==> src/rtl/regbank_write_arbiter.sv <==
// Register bank with one write port shared by two writeback requesters under
// round-robin arbitration, plus two combinational read ports.
module regbank_write_arbiter #(
    parameter int DATA_WIDTH = 16,
    parameter int NUM_REGS   = 8,
    parameter int ADDR_WIDTH = 3
) (
    input  logic                  CLK,
    input  logic                  reset,
    input  logic                  hold,
    input  logic                  reqA,
    input  logic [ADDR_WIDTH-1:0] addrA,
    input  logic [DATA_WIDTH-1:0] dataA,
    output logic                  ackA,
    input  logic                  reqB,
    input  logic [ADDR_WIDTH-1:0] addrB,
    input  logic [DATA_WIDTH-1:0] dataB,
    output logic                  ackB,
    output logic                  prioB,
    input  logic [ADDR_WIDTH-1:0] rdAddr0,
    output logic [DATA_WIDTH-1:0] rdData0,
    input  logic [ADDR_WIDTH-1:0] rdAddr1,
    output logic [DATA_WIDTH-1:0] rdData1
);

    logic [DATA_WIDTH-1:0] regs_q [NUM_REGS];
    logic [DATA_WIDTH-1:0] regs_d [NUM_REGS];
    logic                  prio_b_q;
    logic                  prio_b_d;
    logic                  grant_a;
    logic                  grant_b;

    // A wins when alone or when the pointer favours it; otherwise B takes any request.
    always_comb begin
        grant_a = 1'b0;
        grant_b = 1'b0;
        if (!reset && !hold) begin
            if (reqA && (!reqB || !prio_b_q)) begin
                grant_a = 1'b1;
            end else if (reqB) begin
                grant_b = 1'b1;
            end
        end
    end

    always_comb begin
        regs_d   = regs_q;
        prio_b_d = prio_b_q;
        if (grant_a) begin
            regs_d[addrA] = dataA;
            prio_b_d      = 1'b1;
        end else if (grant_b) begin
            regs_d[addrB] = dataB;
            prio_b_d      = 1'b0;
        end
    end

    always_ff @(posedge CLK) begin
        if (reset) begin
            for (int i = 0; i < NUM_REGS; i++) begin
                regs_q[i] <= '0;
            end
            prio_b_q <= 1'b0;
        end else begin
            regs_q   <= regs_d;
            prio_b_q <= prio_b_d;
        end
    end

    // Reads see only committed state, so a same-cycle write is not bypassed.
    assign ackA    = grant_a;
    assign ackB    = grant_b;
    assign prioB   = prio_b_q;
    assign rdData0 = regs_q[rdAddr0];
    assign rdData1 = regs_q[rdAddr1];

endmodule

==> config.mk <==
export PLATFORM = sky130hd
export DESIGN_NAME = regbank_write_arbiter
export DESIGN_NICKNAME = d
export VERILOG_FILES = /design/src/rtl/regbank_write_arbiter.sv
export SDC_FILE = /design/constraint.sdc
export NUM_CORES = 1
export LEC_CHECK = 0
export CORE_MARGIN = 3
export CORE_UTILIZATION = 30
export CTS_CLUSTER_DIAMETER = 30
export CTS_CLUSTER_SIZE = 40
export DETAILED_ROUTE_END_ITERATION = 8
export PLACE_DENSITY = 0.52
export SYNTH_ARGS = -nofsm -noshare
export SYNTH_HDL_FRONTEND = slang
export SYNTH_SLANG_ARGS = --single-unit
==> constraint.sdc <==
create_clock -name CLK -period 4.5 [get_ports CLK]
set_input_delay 0.675 -clock CLK [delete_from_list [all_inputs] [get_ports CLK]]
set_output_delay 0.675 -clock CLK [all_outputs]
set_load 0.005 [all_outputs]
==> impl_metrics.py, run 1 <==
metrics = {
    "status": {
        "status": "finished clean",
    },
    "worst_setup_path": {
        "r2r_slack_ns": 1.86,
        "path_cells": "buf_2, buf_4, mux4_2, mux2_2, clkdlybuf4s50_1",
        "end_kind": "primary output",
        "crit_arrival_ns": 2.83,
        "path_buf_inv": 3,
        "r2r-start": "prioB",
        "cpLargestDelayFamily": "buffers and inverters",
        "timing.rr.end": "regs_q[64]",
        "worst-endpoint-required_ns": 3.83,
        "crit_fanout": 17,
        "crit_type": "in2out",
        "startpoint_type": "primary input",
        "slowest_delay_ns": 0.53,
        "r2r_cells": 4,
        "cp_slowest_cell": "mux4_2",
    },
    "clock_network": {
        "htree_levels": 4,
        "post-cts-setup-buffers": 0,
        "post_cts_resized": 0,
        "clockBufferDepth": 2,
        "cts_inserted_buffers": 17,
        "hold_buffers": 0,
        "clk_latency_ns": 0.43,
        "cts_sinks": 129,
        "tritoncts": "built",
        "cts-root-buf": "clkbuf_16",
        "path_clk_slew_ns": 0.06,
    },
    "sta": {
        "drv_slew": 0,
        "finClkSkew_ns": 0.00858,
        "fin_ws_ns": 0.991,
        "min_period_over_period_pct": 78.0,
        "tightestPinTransition_ns": 1.11,
        "fin_tns_setup_ns": 0,
        "fmax_mhz": 285,
        "finalHoldViolCount": 0,
        "min_period_ns": 3.51,
        "slew_headroom_pct": 25.9,
        "rsz0062_at_grt": "false",
        "finalSetupViolations": 0,
    },
    "logic_synthesis": {
        "synth-seq-cells": 129,
        "ys_seq_area_share_pct": 27.3,
        "yosysWarnings": 0,
        "avgSynthCellArea_um2": 9.61,
        "syn_inst": 985,
        "synth.net_count": 1034,
        "synth_area_um2": 9470,
        "synth_cell_types": 43,
    },
    "finish": {
        "drive_above_1_share_pct": 24.2,
        "multi_input_area_um2": 5750,
        "syn_to_final_growth_pct": 17.6,
        "fin_area_um2": 11100,
        "diodes": 0,
        "layout.nets": 1027,
        "fillers": 3003,
        "seq_area_um2": 2580,
    },
    "detailed_routing": {
        "wl_per_cell_um": 28.5,
        "drc": 0,
        "num_vias": 9084,
        "routed_via_density": 6.55,
        "drt_first_pass_iters": 6,
        "postRouteAntennaNets": 0,
        "detail_route.iter0.violations": 1195,
        "drt-total-wl_um": 39500,
    },
    "floorplan": {
        "pin_count": 84,
        "fp.dieArea_um2": 33700,
        "die_w_um": 184,
        "initial_core_util_pct": 30.7,
        "die_y_um": 184,
        "rows": 64,
        "coreArea_um2": 30800,
    },
    "worst_hold_path": {
        "hold_start": "regs_q[110]",
        "whs_path_depth": 2,
        "holdPathEnd": "regs_q[110]",
        "hp-class": "reg2reg",
    },
    "global_routing": {
        "grt_pass1_wl_um": 58100,
        "grt_util_all_layers_pct": 22.9,
        "antenna_found_initial": 0,
        "grt_pass1_vias": 8768,
        "grt_max_degree": 124,
        "overflow": 0,
    },
    "power": {
        "leakage_nw": 3.49,
        "finalPower_mw": 3.29,
        "peakVddDrop_v": 0.000223,
        "power_density_nw_per_um2": 295,
    },
    "placement": {
        "pre_cts_ws_ns": 0.907,
        "port_buffers": 83,
        "postPlaceCellArea_um2": 10500,
        "place.gp.congestion": 0.823,
        "dp.final_hpwl_um": 24900,
    },
    "job": {
        "maxCapViolations": 0,
    },
}
-- flip-flops by register name, indices dropped and copies added, names as in the netlist --
name    flops
regs_q    128
prioB       1
-- where the power goes --
part / internal [mW] / switching (mW) / leakage, nW
Sequential: 1.17 / 0.0218 / 1.04
Combinational: 0.179 / 0.299 / 2.12
Clock: 1.06 / 0.557 / 0.333
Total: 2.41 / 0.877 / 3.49
-- metrics by stage --
step | utilization, % | hold slack, ns | std cells
4_1_cts | 36.1 | 0.458 | 1387
3_5_place_dp | 34.0 | 0.449 | 1355
2_1_floorplan | - | 0.431 | 985
5_1_grt | 36.1 | 0.475 | 1387
3_3_place_gp | 34.0 | 0.443 | 1355
6_report | 36.1 | 0.461 | 1387
-- cell families after synthesis --
family,share of synthesized area (%)
DFF,27.3
muxes,19.0
AOI/OAI and AO/OA,27.4
buffers and inverters,12.3
and+or+nand+nor,14.1
-- routing by layer --
| metal | share of wire (%) | track usage [%] | wire length, um |
|---|---|---|---|
| met1 | 42 | 31.8 | 16800 |
| met3 | 10 | 5.44 | 4020 |
| met4 | 3.3 | 7.50 | 1290 |
| met5 | 0 | 0 | 0 |
| met2 | 44 | 35.3 | 17500 |
-- cell usage in the layout (no fill, tap or decap), types with 2 or more instances in the layout --
master,synthesis,layout
inv_1,133,133
dfxtp_1,129,129
nand3_1,129,128
a32oi_1,120,120
clkdlybuf4s50_1,0,78
a221oi_1,72,72
mux4_2,64,64
a221oi_2,54,54
buf_4,0,35
mux2_2,32,32
and2_1,28,27
nor2b_1,21,19
clkbuf_16,0,17
clkinv_2,0,7
bufinv_16,0,6
nor2_1,6,5
nand2b_1,5,5
a2bb2oi_1,5,5
nor3_1,4,4
nand4_1,4,4
nand4_4,4,4
buf_2,20,4
buf_12,0,4
nand3_4,2,3
nor2b_2,0,2
a221o_1,2,2
nor4b_1,2,2
a22oi_1,2,2
and3_1,2,2
clkbuf_8,0,2
-- cell usage after synthesis --
| master | count | area, um2 |
|---|---|---|
| a22oi_1 | 2 | 15.0 |
| buf_2 | 20 | 100 |
| nand4_4 | 4 | 85.1 |
| nand2_1 | 1 | 3.75 |
| inv_2 | 1 | 3.75 |
| and3_1 | 2 | 12.5 |
| nand4b_1 | 1 | 8.76 |
| and4b_1 | 1 | 10.0 |
| a221oi_2 | 54 | 811 |
| and3b_1 | 1 | 8.76 |
| nand4_1 | 4 | 25.0 |
| or3_1 | 1 | 6.26 |
| clkbuf_1 | 96 | 360 |
| or3b_2 | 1 | 8.76 |
| nor2_1 | 6 | 22.5 |
| o21ai_0 | 1 | 5.00 |
| a211o_1 | 1 | 8.76 |
| nor3b_4 | 1 | 18.8 |
| nor2b_1 | 21 | 131 |
| nor3_1 | 4 | 20.0 |
| a221o_1 | 2 | 20.0 |
| a2bb2oi_1 | 5 | 43.8 |
| mux2_2 | 32 | 360 |
| nand3_1 | 129 | 646 |
| buf_1 | 20 | 75.1 |
| or4_1 | 1 | 7.51 |
| nor4_1 | 1 | 6.26 |
| nor4bb_1 | 1 | 10.0 |
| nor4b_2 | 1 | 15.0 |
| buf_6 | 11 | 124 |
| mux4_2 | 64 | 1440 |
| a211oi_1 | 1 | 7.51 |
| dfxtp_1 | 129 | 2580 |
| and2_1 | 28 | 175 |
| nor3b_2 | 1 | 12.5 |
| inv_1 | 133 | 499 |
| and2_0 | 1 | 6.26 |
| nand3b_1 | 1 | 7.51 |
| nand3_4 | 2 | 35.0 |
| a221oi_1 | 72 | 631 |
| nand2b_1 | 5 | 31.3 |
| a32oi_1 | 120 | 1050 |
| nor4b_1 | 2 | 17.5 |
-- final cells by class --
class | instances | area share [%]
Inverter | 134 | 4.53
Multi-Input combinational cell | 575 | 51.6
Sequential cell | 129 | 23.2
Clock buffer | 20 | 4.10
Timing Repair Buffer | 121 | 10.3
Tap cell | 396 | 4.45
Clock inverter | 12 | 1.89
-- tightest hold or removal path, stage by stage, from the launching register on --
cell and delay [ns]:
dfxtp_1 0.32, inv_1 0.05, a2bb2oi_1 0.05
-- worst max path at each step --
stage / from / to / slack, ns / cells after the start
final: rdAddr1[0] / rdData1[6] / 0.99 / 5
after global routing: rdAddr1[0] / rdData1[6] / 0.90 / 5
after CTS: rdAddr1[0] / rdData1[6] / 0.96 / 5
after detailed placement: reqA / regs_q[66] / 0.91 / 5
after global placement: rdAddr1[0] / rdData1[6] / 0.98 / 5
after floorplan: rdAddr0[0] / rdData0[10] / 1.64 / 5
Power figures use the tool's default switching activity.
==> run 2: changes to the inputs <==
Settings changed: PLACE_DENSITY 0.52 to 0.54.
Clock period 4.5 ns to 3.2 ns, I/O delays scaled along.
==> run 2 against run 1 <==
First-iteration DRC count is 9.5% lower. Power is 37% higher. Clock skew up 0.00060 ns. Critical path depth did not move. Hold slack improved by 0.012 ns. Via count is 2.2% higher. Final area increased by 2.0%. Sequential share of layout area shrank 0.46 points. Global-route usage is 0.65 points higher. Register-to-register slack worse by 0.81 ns.
==> impl_metrics.py, run 2 (synthesis gave the netlist of run 1 again) <==
metrics = {
    "placement": {
        "pre_cts_ws_ns": 0.405,
        "dp.final_hpwl_um": 24400,
        "dp_cells": 1377,
        "port_buffers": 83,
        "place.gp.congestion": 0.827,
    },
    "power": {
        "peakVddDrop_v": 0.000337,
        "leakage_nw": 3.61,
        "power_density_nw_per_um2": 397,
    },
    "finish": {
        "layout_commonest_cell": "inv_1",
        "syn_to_final_growth_pct": 20.0,
        "drive_above_1_share_pct": 25.8,
        "regMostFlops": "regs_q",
        "instances_no_fill": 1409,
        "layout_common_cells": "inv_1, dfxtp_1, nand3_1, a32oi_1, clkdlybuf4s50_1",
        "layout.nets": 1049,
        "final_core_util_pct": 36.9,
        "largest_reg_flops": 128,
        "diodes": 0,
        "fillers": 3050,
    },
    "worst_setup_path": {
        "slowest_delay_ns": 0.55,
        "r2r_cells": 5,
        "crit_type": "in2out",
        "cp_slowest_cell": "mux4_2",
        "crit_fanout": 17,
        "r2r-start": "prioB",
        "end_kind": "primary output",
        "crit_arrival_ns": 2.26,
        "path_cells": "buf_2, buf_12, mux4_2, mux2_2, clkdlybuf4s50_1",
        "r2r_slack_ns": 1.05,
        "timing.rr.end": "regs_q[20]",
        "startpoint_type": "primary input",
        "worst-endpoint-required_ns": 2.72,
    },
    "detailed_routing": {
        "routed_via_density": 6.59,
        "wl_per_cell_um": 28.6,
        "drt_first_pass_iters": 5,
        "postRouteAntennaNets": 0,
        "detail_route.iter0.violations": 1081,
        "drc": 0,
        "drt-total-wl_um": 40400,
        "num_vias": 9286,
    },
    "sta": {
        "finClkSkew_ns": 0.00918,
        "min_period_over_period_pct": 85.5,
        "finalHoldViolCount": 0,
        "whs_ns": 0.473,
        "fin_ws_ns": 0.465,
        "fin_tns_setup_ns": 0,
        "fmax_mhz": 366,
        "min_period_ns": 2.74,
        "slew_headroom_pct": 26.1,
        "drv_slew": 0,
        "rsz0062_at_grt": "false",
        "finalSetupViolations": 0,
        "tightestPinTransition_ns": 1.11,
    },
    "global_routing": {
        "overflow": 0,
        "antenna_found_initial": 1,
        "grt_pass1_wl_um": 59800,
        "grt_pass1_vias": 9363,
        "grt_util_all_layers_pct": 23.6,
        "grt_max_degree": 124,
    },
    "floorplan": {
        "rows": 64,
        "pin_count": 84,
        "coreArea_um2": 30800,
        "initial_core_util_pct": 30.7,
        "fp.dieArea_um2": 33700,
        "die_y_um": 184,
        "die_w_um": 184,
    },
    "clock_network": {
        "tritoncts": "built",
        "htree_levels": 4,
        "clockBufferDepth": 2,
        "post-cts-setup-buffers": 0,
        "path_clk_slew_ns": 0.07,
        "cts_inserted_buffers": 17,
        "cts-root-buf": "clkbuf_16",
        "cts_sinks": 129,
        "clk_latency_ns": 0.43,
        "post_cts_resized": 0,
        "hold_buffers": 0,
    },
    "worst_hold_path": {
        "hp-class": "reg2reg",
        "whs_path_depth": 2,
        "hold_start": "regs_q[44]",
        "holdPathEnd": "regs_q[44]",
    },
    "job": {
        "maxCapViolations": 0,
    },
    "status": {
        "status": "finished clean",
    },
}
## run 2: metal layers
layer | track usage, % | up-vias | part of all wire, % | routed length [um]
met3 | 7.46 | 105 | 11 | 4570
met5 | 0 | - | 0.025 | 10
li1 | - | 3901 | - | -
met2 | 36.6 | 642 | 46 | 18400
met1 | 30.9 | 4636 | 40 | 16200
met4 | 8.68 | 2 | 2.9 | 1160
## run 2: cell type report
| cell class | instances | area, um2 | area share [%] |
|---|---|---|---|
| Clock buffer | 19 | 443 | 3.90 |
| Clock inverter | 13 | 185 | 1.63 |
| Inverter | 134 | 504 | 4.44 |
| Multi-Input combinational cell | 575 | 5750 | 50.6 |
| Sequential cell | 129 | 2580 | 22.7 |
| Tap cell | 396 | 495 | 4.36 |
| Timing Repair Buffer | 143 | 1410 | 12.4 |
## run 2: critical path: cells and delay by family
kind | cells | cell delay (ns)
buf+inv | 3 | 0.91
mux | 2 | 0.85
## run 2: power by group
group	total (mW)	switching [mW]	internal [mW]	leakage [nW]
Sequential	1.67	0.0281	1.64	1.04
Clock	2.14	0.812	1.33	0.303
Combinational	0.704	0.432	0.272	2.26
## run 2: worst max path at each step
stage	to	depth (start not counted)	slack, ns	startpoint
2_1_floorplan	rdData0[10]	5	0.73	rdAddr0[0]
5_1_grt	rdData0[2]	5	0.42	rdAddr0[0]
3_3_place_gp	regs_q[75]	6	0.41	hold
3_5_place_dp	regs_q[75]	6	0.41	hold
4_1_cts	rdData0[2]	5	0.46	rdAddr0[0]
6_report	rdData0[3]	5	0.46	rdAddr0[0]
## run 2: stage by stage
stage          power [mW]  instance area (um2)
2_1_floorplan        2.11                 9470
3_3_place_gp         2.39                10700
3_5_place_dp         2.39                10700
4_1_cts              4.51                11400
5_1_grt              4.65                11400
6_report             4.51                11400
